## src/rtl/roic_readout_capture.sv

```systemverilog
// Readout capture for the 16x16 one-hot row/col matrix scanner.
// Decodes settled positions into an addressed pixel stream with frame status.
module roic_readout_capture #(
    parameter int DATA_W = 12,
    parameter int SETTLE = 2
) (
    input  logic              clk,
    input  logic              master_rst,
    input  logic              fsync,
    input  logic [15:0]       row,
    input  logic [15:0]       col,
    input  logic [DATA_W-1:0] pix_data,
    output logic              pix_valid,
    output logic [3:0]        pix_row,
    output logic [3:0]        pix_col,
    output logic [DATA_W-1:0] pix_out,
    output logic              sof,
    output logic              eof,
    output logic              frame_done,
    output logic              frame_short,
    output logic              seq_err,
    output logic [7:0]        err_count,
    output logic [8:0]        pix_count
);

    typedef enum logic [1:0] {
        IDLE    = 2'd0,
        CAPTURE = 2'd1,
        DONE    = 2'd2
    } state_t;

    localparam logic [2:0] SETTLE_C = 3'(SETTLE);
    // Value loaded at frame start: one past SETTLE so the current
    // position cannot reach SETTLE again; pinned at 7 for SETTLE=7.
    localparam logic [2:0] FORCE_C =
        (SETTLE >= 7) ? 3'd7 : 3'(SETTLE + 1);

    state_t state, state_nxt;

    logic [15:0]       row_q, col_q;
    logic [DATA_W-1:0] data_q;
    logic [31:0]       rc_prev;
    logic [2:0]        stable_cnt;
    logic [7:0]        exp_idx;

    logic       viol, pos, chg, reach;
    logic       cap_evt, cap_ok, last;
    logic [3:0] row_idx, col_idx;

    function automatic logic multi(input logic [15:0] v);
        return (v & (v - 16'd1)) != 16'd0;
    endfunction

    function automatic logic [3:0] enc(input logic [15:0] v);
        logic [3:0] idx;
        idx = '0;
        for (int i = 0; i < 16; i++) begin
            if (v[i]) idx = idx | 4'(i);
        end
        return idx;
    endfunction

    // Classify the registered buses and detect the capture event.
    always_comb begin
        viol    = multi(row_q) || multi(col_q);
        pos     = !viol && (row_q != 16'd0) && (col_q != 16'd0);
        chg     = {row_q, col_q} != rc_prev;
        reach   = chg ? (SETTLE_C == 3'd1)
                      : (stable_cnt == SETTLE_C - 3'd1);
        cap_evt = pos && reach && (state == CAPTURE);
        cap_ok  = cap_evt && !fsync;
        last    = cap_ok && (pix_count == 9'd255);
        row_idx = enc(row_q);
        col_idx = enc(col_q);
    end

    // Register the scanner buses and ADC word every cycle.
    always_ff @(posedge clk) begin
        if (master_rst) begin
            row_q   <= '0;
            col_q   <= '0;
            data_q  <= '0;
            rc_prev <= '0;
        end else begin
            row_q   <= row;
            col_q   <= col;
            data_q  <= pix_data;
            rc_prev <= {row_q, col_q};
        end
    end

    // Count how long the registered position has been unchanged.
    always_ff @(posedge clk) begin
        if (master_rst) begin
            stable_cnt <= '0;
        end else if (fsync) begin
            stable_cnt <= FORCE_C;
        end else if (chg) begin
            stable_cnt <= 3'd1;
        end else if (stable_cnt != 3'd7) begin
            stable_cnt <= stable_cnt + 3'd1;
        end
    end

    // Frame state register.
    always_ff @(posedge clk) begin
        if (master_rst) state <= IDLE;
        else            state <= state_nxt;
    end

    // Next-state decode; frame_done is the DONE state itself.
    always_comb begin
        state_nxt  = state;
        frame_done = 1'b0;
        unique case (state)
            IDLE: begin
                if (fsync) state_nxt = CAPTURE;
            end
            CAPTURE: begin
                if (fsync)     state_nxt = CAPTURE;
                else if (last) state_nxt = DONE;
            end
            DONE: begin
                frame_done = 1'b1;
                if (fsync) state_nxt = CAPTURE;
            end
            default: state_nxt = IDLE;
        endcase
    end

    // Pixel strobe, frame markers and per-frame diagnostics.
    always_ff @(posedge clk) begin
        if (master_rst) begin
            pix_valid   <= 1'b0;
            pix_row     <= '0;
            pix_col     <= '0;
            pix_out     <= '0;
            sof         <= 1'b0;
            eof         <= 1'b0;
            frame_short <= 1'b0;
            seq_err     <= 1'b0;
            err_count   <= '0;
            pix_count   <= '0;
            exp_idx     <= '0;
        end else begin
            pix_valid   <= cap_ok;
            eof         <= last;
            sof         <= fsync;
            frame_short <= fsync && (state == CAPTURE)
                           && (pix_count < 9'd256);
            if (cap_ok) begin
                pix_row <= row_idx;
                pix_col <= col_idx;
                pix_out <= data_q;
            end
            if (fsync) begin
                seq_err   <= 1'b0;
                err_count <= '0;
                pix_count <= '0;
                exp_idx   <= '0;
            end else begin
                if (cap_ok) begin
                    pix_count <= pix_count + 9'd1;
                    exp_idx   <= {row_idx, col_idx} + 8'd1;
                    if ({row_idx, col_idx} != exp_idx) seq_err <= 1'b1;
                end
                if (viol && (state == CAPTURE) && (err_count != 8'hFF))
                    err_count <= err_count + 8'd1;
            end
        end
    end

endmodule

```

## config.mk

```make
export PLATFORM = sky130hd
export DESIGN_NAME = roic_readout_capture
export DESIGN_NICKNAME = d
export VERILOG_FILES = /design/src/rtl/roic_readout_capture.sv
export SDC_FILE = /design/constraint.sdc
export NUM_CORES = 1
export LEC_CHECK = 0
export CAP_MARGIN = 20
export CORE_ASPECT_RATIO = 0.6
export CORE_MARGIN = 2
export CORE_UTILIZATION = 53
export DETAILED_ROUTE_END_ITERATION = 7
export PLACE_DENSITY = 0.8
export REMOVE_ABC_BUFFERS = 1
export SLEW_MARGIN = 20
export SYNTH_ARGS = -nofsm -noshare
export SYNTH_HDL_FRONTEND = slang
export SYNTH_SLANG_ARGS = --single-unit
```

## constraint.sdc

```tcl
create_clock -name clk -period 3 [get_ports clk]
set_clock_uncertainty 0.1 [all_clocks]
set_input_delay 0.3 -clock clk [delete_from_list [all_inputs] [get_ports clk]]
set_output_delay 0.3 -clock clk [all_outputs]
set_load 0.01 [all_outputs]
```

* Word-level counts from Yosys, hierarchy flattened
Cells that the tools add are included.
** Operators by class
- Mux-type cells :: 39
- Bitwise operators :: 2
- Reduce and logical (&&, ||, !) cells :: 24
- Order comparisons :: 1
- $add $sub $neg :: 6
- Eq/ne operators :: 10
** Operators by type and width (count)
- $mux W4 :: 16
- $reduce_bool A16 Y1 :: 4
- $and A16 B16 Y16 :: 2
- $ne A32 B32 Y1 :: 1
- $sub A16 B1 Y16 const B :: 2
- $mux W3 :: 8
- $mux W2 :: 10
- $add A8 B1 Y8 const B :: 2
- $logic_and A1 B1 Y1 :: 10
- $add A9 B1 Y9 const B :: 1
- $eq A9 B8 Y1 const B :: 1
- $lt A9 B9 Y1 const B :: 1
- $ne A8 B8 Y1 :: 1
- $ne A8 B8 Y1 const B :: 1
- $ne A3 B3 Y1 const B :: 2
- $mux W1 :: 4
- $pmux W2 S2 :: 1
- $reduce_and A2 Y1 :: 2
- $reduce_or A2 Y1 :: 2
- $add A3 B1 Y3 const B :: 1
- $eq A3 B1 Y1 const B :: 1
- $reduce_bool A3 Y1 :: 1
- $reduce_or A3 Y1 :: 1
- $eq A2 B1 Y1 const B :: 1
- other kinds (5) :: 6
** Storage, ports and cells
- Bits of input ports :: 47
- Register bits after elaboration :: 131
- Word-level logic and storage cells :: 100

* Longest topological paths before layout
- Depth in word-level cells :: 17
- Mapped depth :: 10
- Gate-level depth less buffers :: 8

* Worst setup path after synthesis
No wires, ideal clock.
- Kind :: flip-flop to flip-flop
- From :: register col_q[4]
- To :: register pix_count[7]
- Data arrival time :: 2.396 ns
- Required time :: 2.768 ns
- Period minus slack after synthesis :: 2.628 ns
- Path buffers :: 3
- Setup slack :: 0.372 ns
- Stages on the path, launching flop included :: 11
- Cells stage by stage :: dfxtp_1 > buf_6 > or4_4 > a2111oi_2 > a21oi_1 > nor4_4 > nand4_1 > buf_2 > buf_2 > o31ai_1 > a21oi_1
** On the way
- Word-level cells in the longest chain between the ends :: 10
** Ends and longest elaborated chain
- start: declaration :: line 40 : logic [15:0] row_q, col_q;
- start signal: assignment :: line 86 : col_q <= col;
- $sub A16 B1 Y16 :: line 51 : return (v & (v - 16'd1)) != 16'd0;
- $and A16 B16 Y16 :: line 51
- $reduce_bool A16 Y1 :: line 51
- $logic_or A1 B1 Y1 :: line 65 : viol = multi(row_q) || multi(col_q);
- $logic_not A1 Y1 :: line 66 : pos = !viol && (row_q != 16'd0) && (col_q != 16'd0);
- $logic_and A1 B1 Y1 (2 in series) :: line 66
- $logic_and A1 B1 Y1 (*) (2 in series) :: line 70 : cap_evt = pos && reach && (state == CAPTURE);
- $logic_and A1 B1 Y1 (*) :: line 71 : cap_ok = cap_evt && !fsync;
- end signal: assignment :: line 163 : pix_count <= pix_count + 9'd1;
- end: declaration :: line 23 : output logic [8:0] pix_count
Mark *: on every way between the ends. The rest lies on a longest branch, timed or not.
A chain may end at the register's enable or synchronous reset.

* Worst setup path after layout
- From :: register row_q[8]
- To :: register pix_count[5]
** On the way
- Word-level cells in the longest chain between the ends :: 10
** Ends and longest elaborated chain
- start: declaration :: line 40
- start signal: assignment :: line 85 : row_q <= row;
- $sub A16 B1 Y16 :: line 51
- $and A16 B16 Y16 :: line 51
- $reduce_bool A16 Y1 :: line 51
- $logic_or A1 B1 Y1 :: line 65
- $logic_not A1 Y1 :: line 66
- $logic_and A1 B1 Y1 (2 in series) :: line 66
- $logic_and A1 B1 Y1 (*) (2 in series) :: line 70
- $logic_and A1 B1 Y1 (*) :: line 71
Marked as above.

==> run summary <==
Tcrit/Tclk final: 0.952
Post-synth top area cell: dfxtp_1
Compound-Gate Fraction of Synth Area: 0.0685
Setup violators final: 0
RR Startpoint: row_q[8]$_SDFF_PP0_
Detailed Place HPWL: 8660 um
Reg-to-Reg End: pix_count[5]$_SDFFE_PP0P_
Slew @ Worst Pin: 0.847 ns
Detailed Route WL: 12,400 um
Number of synthesized register bits: 131
Post-CTS Hold Fix Bufs: 0
Worst Hold End: rc_prev[25]$_SDFF_PP0_
Pin count of the biggest net entering global routing: 52
DRC: 0
CTS H-Tree Depth: 4
Mux contribution to synthesized area: 0.0584
Clk root buf: clkbuf_16
Vias in the first global route: 4,076
Slew headroom: 0.436
Synth cell types: 51
Final Net Count: 687
Fin crit period: 2.86 ns
Commonest cells after routing, fill and taps aside: 129 x dfxtp_1, 88 x clkdlybuf4s50_1, 78 x nor2b_1, 47 x nor2_1, 39 x xnor2_1
Max-Cap Viols: 0
Peak supply drop: 450 uV
Horiz. Die Dim: 133 um
CP required: 3.24 ns
Reg2reg setup slack: 0.14 ns
Core area: 9810 um^2
Adder-Cell Fraction of Synth Area: 0.0221
Syn Area/Cell: 9.76 um^2
Post-Synthesis Cells: 546
Simple-gate share of the synthesized area: 0.248
Crit path max fanout: 15
Total vias in the final route: 4,227
Synth-to-Final Area Change: 31.0%
HP Class: primary input to register
Final hold viol count: 0
First-pass GRT wire length: 20,000 um
Hold path startpoint: master_rst
Post-Syn Area: 5330 um^2
GRT Overall Usage: 0.238
Synth Warn #: 0
Clock transition at path regs: 0.06 ns
Top cells by area in the synthesized netlist: dfxtp_1 49%, nor2b_1 9.2%, xnor2_1 6.4%
Worst skew pair latency: 0.41 ns
Xor/xnor cell area share of the yosys netlist: 0.0789
Critical path capture point type: register
Post-DRT Antenna Nets: 0
I/O pin total: 90
Ys async rst share: 0
Die Span Y: 81.7 um
Main synth FF type: dfxtp_1
Outcome: completed
CP Launch Type: register
Synth top area share: 0.492
Layout cell share with drive strength beyond 1: 0.0898
GP Congestion: 0.955
EDFF count, synth: 0
Slew Viols, Final: 0
Fmax: 0.350 GHz
GRT Residual Overflow: 0
# clock sinks: 131
CTS tree: yes
Commonest non-fill, non-tap cell in the layout: dfxtp_1
DR WL/cell: 15.8 um
1st-iter DRT viols: 338
FF-to-FF path depth: 8
Pre-antenna DRT Iters: 5
Die ar.: 10,900 um^2
Leakage: 2.72 nW
Inserted Diodes: 0
Main combinational cell family by area after synthesis: simple AND/OR/NAND/NOR gates
Starting Density: 0.543
Setup CP Type: register to register
Port Buffers: 89
Initial antenna violation count: 0
Sequential area share after synthesis: 0.492
Clock buffer count from CTS: 17
Crit path arrival time: 3.10 ns
Clock buffer depth: 2
Pwr dens: 627 nW/um^2
Worst Hold Depth: 2
Mean number of vias per cell: 5.41
Power after layout: 4.38 mW
Min Hold Slack: 0.0800 ns
Site row count: 28
timing repair:
item	CTS	global route
setup buffers	0	1
gates resized for setup	0	5
endpoints found under the setup margin	0	2
worst max path at each step:
stage	startpoint	depth (start not counted)	to	slack, ns
floorplan	col_q[4]$_SDFF_PP0_	7	pix_count[5]$_SDFFE_PP0P_	-1.46
global placement	col_q[7]$_SDFF_PP0_	8	pix_count[7]$_SDFFE_PP0P_	0.24
detailed placement	col_q[2]$_SDFF_PP0_	8	pix_count[5]$_SDFFE_PP0P_	0.14
CTS	col_q[2]$_SDFF_PP0_	8	pix_count[5]$_SDFFE_PP0P_	0.13
global route	row_q[8]$_SDFF_PP0_	9	pix_count[8]$_SDFFE_PP0P_	-0.14
finish	row_q[8]$_SDFF_PP0_	8	pix_count[5]$_SDFFE_PP0P_	0.14
report_power, final:
group,switching [mW],internal (mW)
logic,0.151,0.172
registers,0.0635,1.79
clock network,0.765,1.44
per-layer routing:
| layer | track usage | vias to the layer above | part of all wire |
|---|---|---|---|
| li1 | - | 2057 | - |
| met1 | 0.310 | 2007 | 0.48 |
| met2 | 0.371 | 146 | 0.43 |
| met3 | 0.0840 | 17 | 0.079 |
| met4 | 0.0872 | 0 | 0.013 |
| met5 | 0 | - | 0 |
cells by family (layout without fill, tap and decap cells):
logic type,after synthesis,count (layout)
fa+ha+maj,10,10
flops,131,131
buf+inv,39,139
xor+xnor,48,48
mux,31,31
simple gates,234,234
compound gates,53,53
cells in the mapped netlist, types with 3 or more instances:
cell      count
mux2i_1      30
a21oi_1      15
nor3_1        7
nor2_1       47
ha_1          7
buf_2         8
and3_1        5
maj3_1        3
or2_2         3
a31oi_1       5
o31ai_1       7
xnor2_1      39
xor2_1        9
nor2b_1      78
nand2_1      29
o21ai_0       8
or4_1         4
inv_1        10
nand3_1      12
nor4_1       18
or3_1         6
nand4_1      11
a22oi_1       3
clkbuf_1     19
dfxtp_1     131
flip-flops by register name, summed over array words and instances, names as in the netlist:
register,cells
col_q,16
data_q,12
eof,1
err_count,8
exp_idx,8
frame_short,1
pix_col,4
pix_count,9
pix_out,12
pix_row,4
pix_valid,1
rc_prev,32
row_q,16
seq_err,1
sof,1
stable_cnt,3
state,2
worst max-delay path, cell delays in order (launching register included):
cell and delay (ns):
dfxtp_1 0.38, nor4_1 0.39, nand4b_1 0.16, maj3_1 0.42, nor4_4 0.33, nand4_1 0.18, buf_6 0.19, or4_1 0.48
a21oi_1 0.15
through the flow:
step | instances | utilization | instance area, um^2 | worst slack [ns] | TNS [ns]
floorplan | 517 | - | 5200 | -1.46 | -42.06
global placement | 748 | 0.644 | 6320 | 0.239 | 0
detailed placement | 748 | 0.644 | 6320 | 0.138 | 0
CTS | 780 | 0.709 | 6960 | 0.132 | 0
global route | 781 | 0.712 | 6980 | -0.137 | -0.832
finish | 781 | 0.712 | 6980 | 0.143 | 0
final cells by class:
class	count	area, um^2
Multi-Input combinational cell	376	2550
Clock inverter	12	179
Sequential cell	131	2630
Fill cell	711	2830
Inverter	10	37.5
Tap cell	135	169
Timing Repair Buffer	97	965
Clock buffer	20	457
Note: power is estimated with default switching activity, not from simulation.
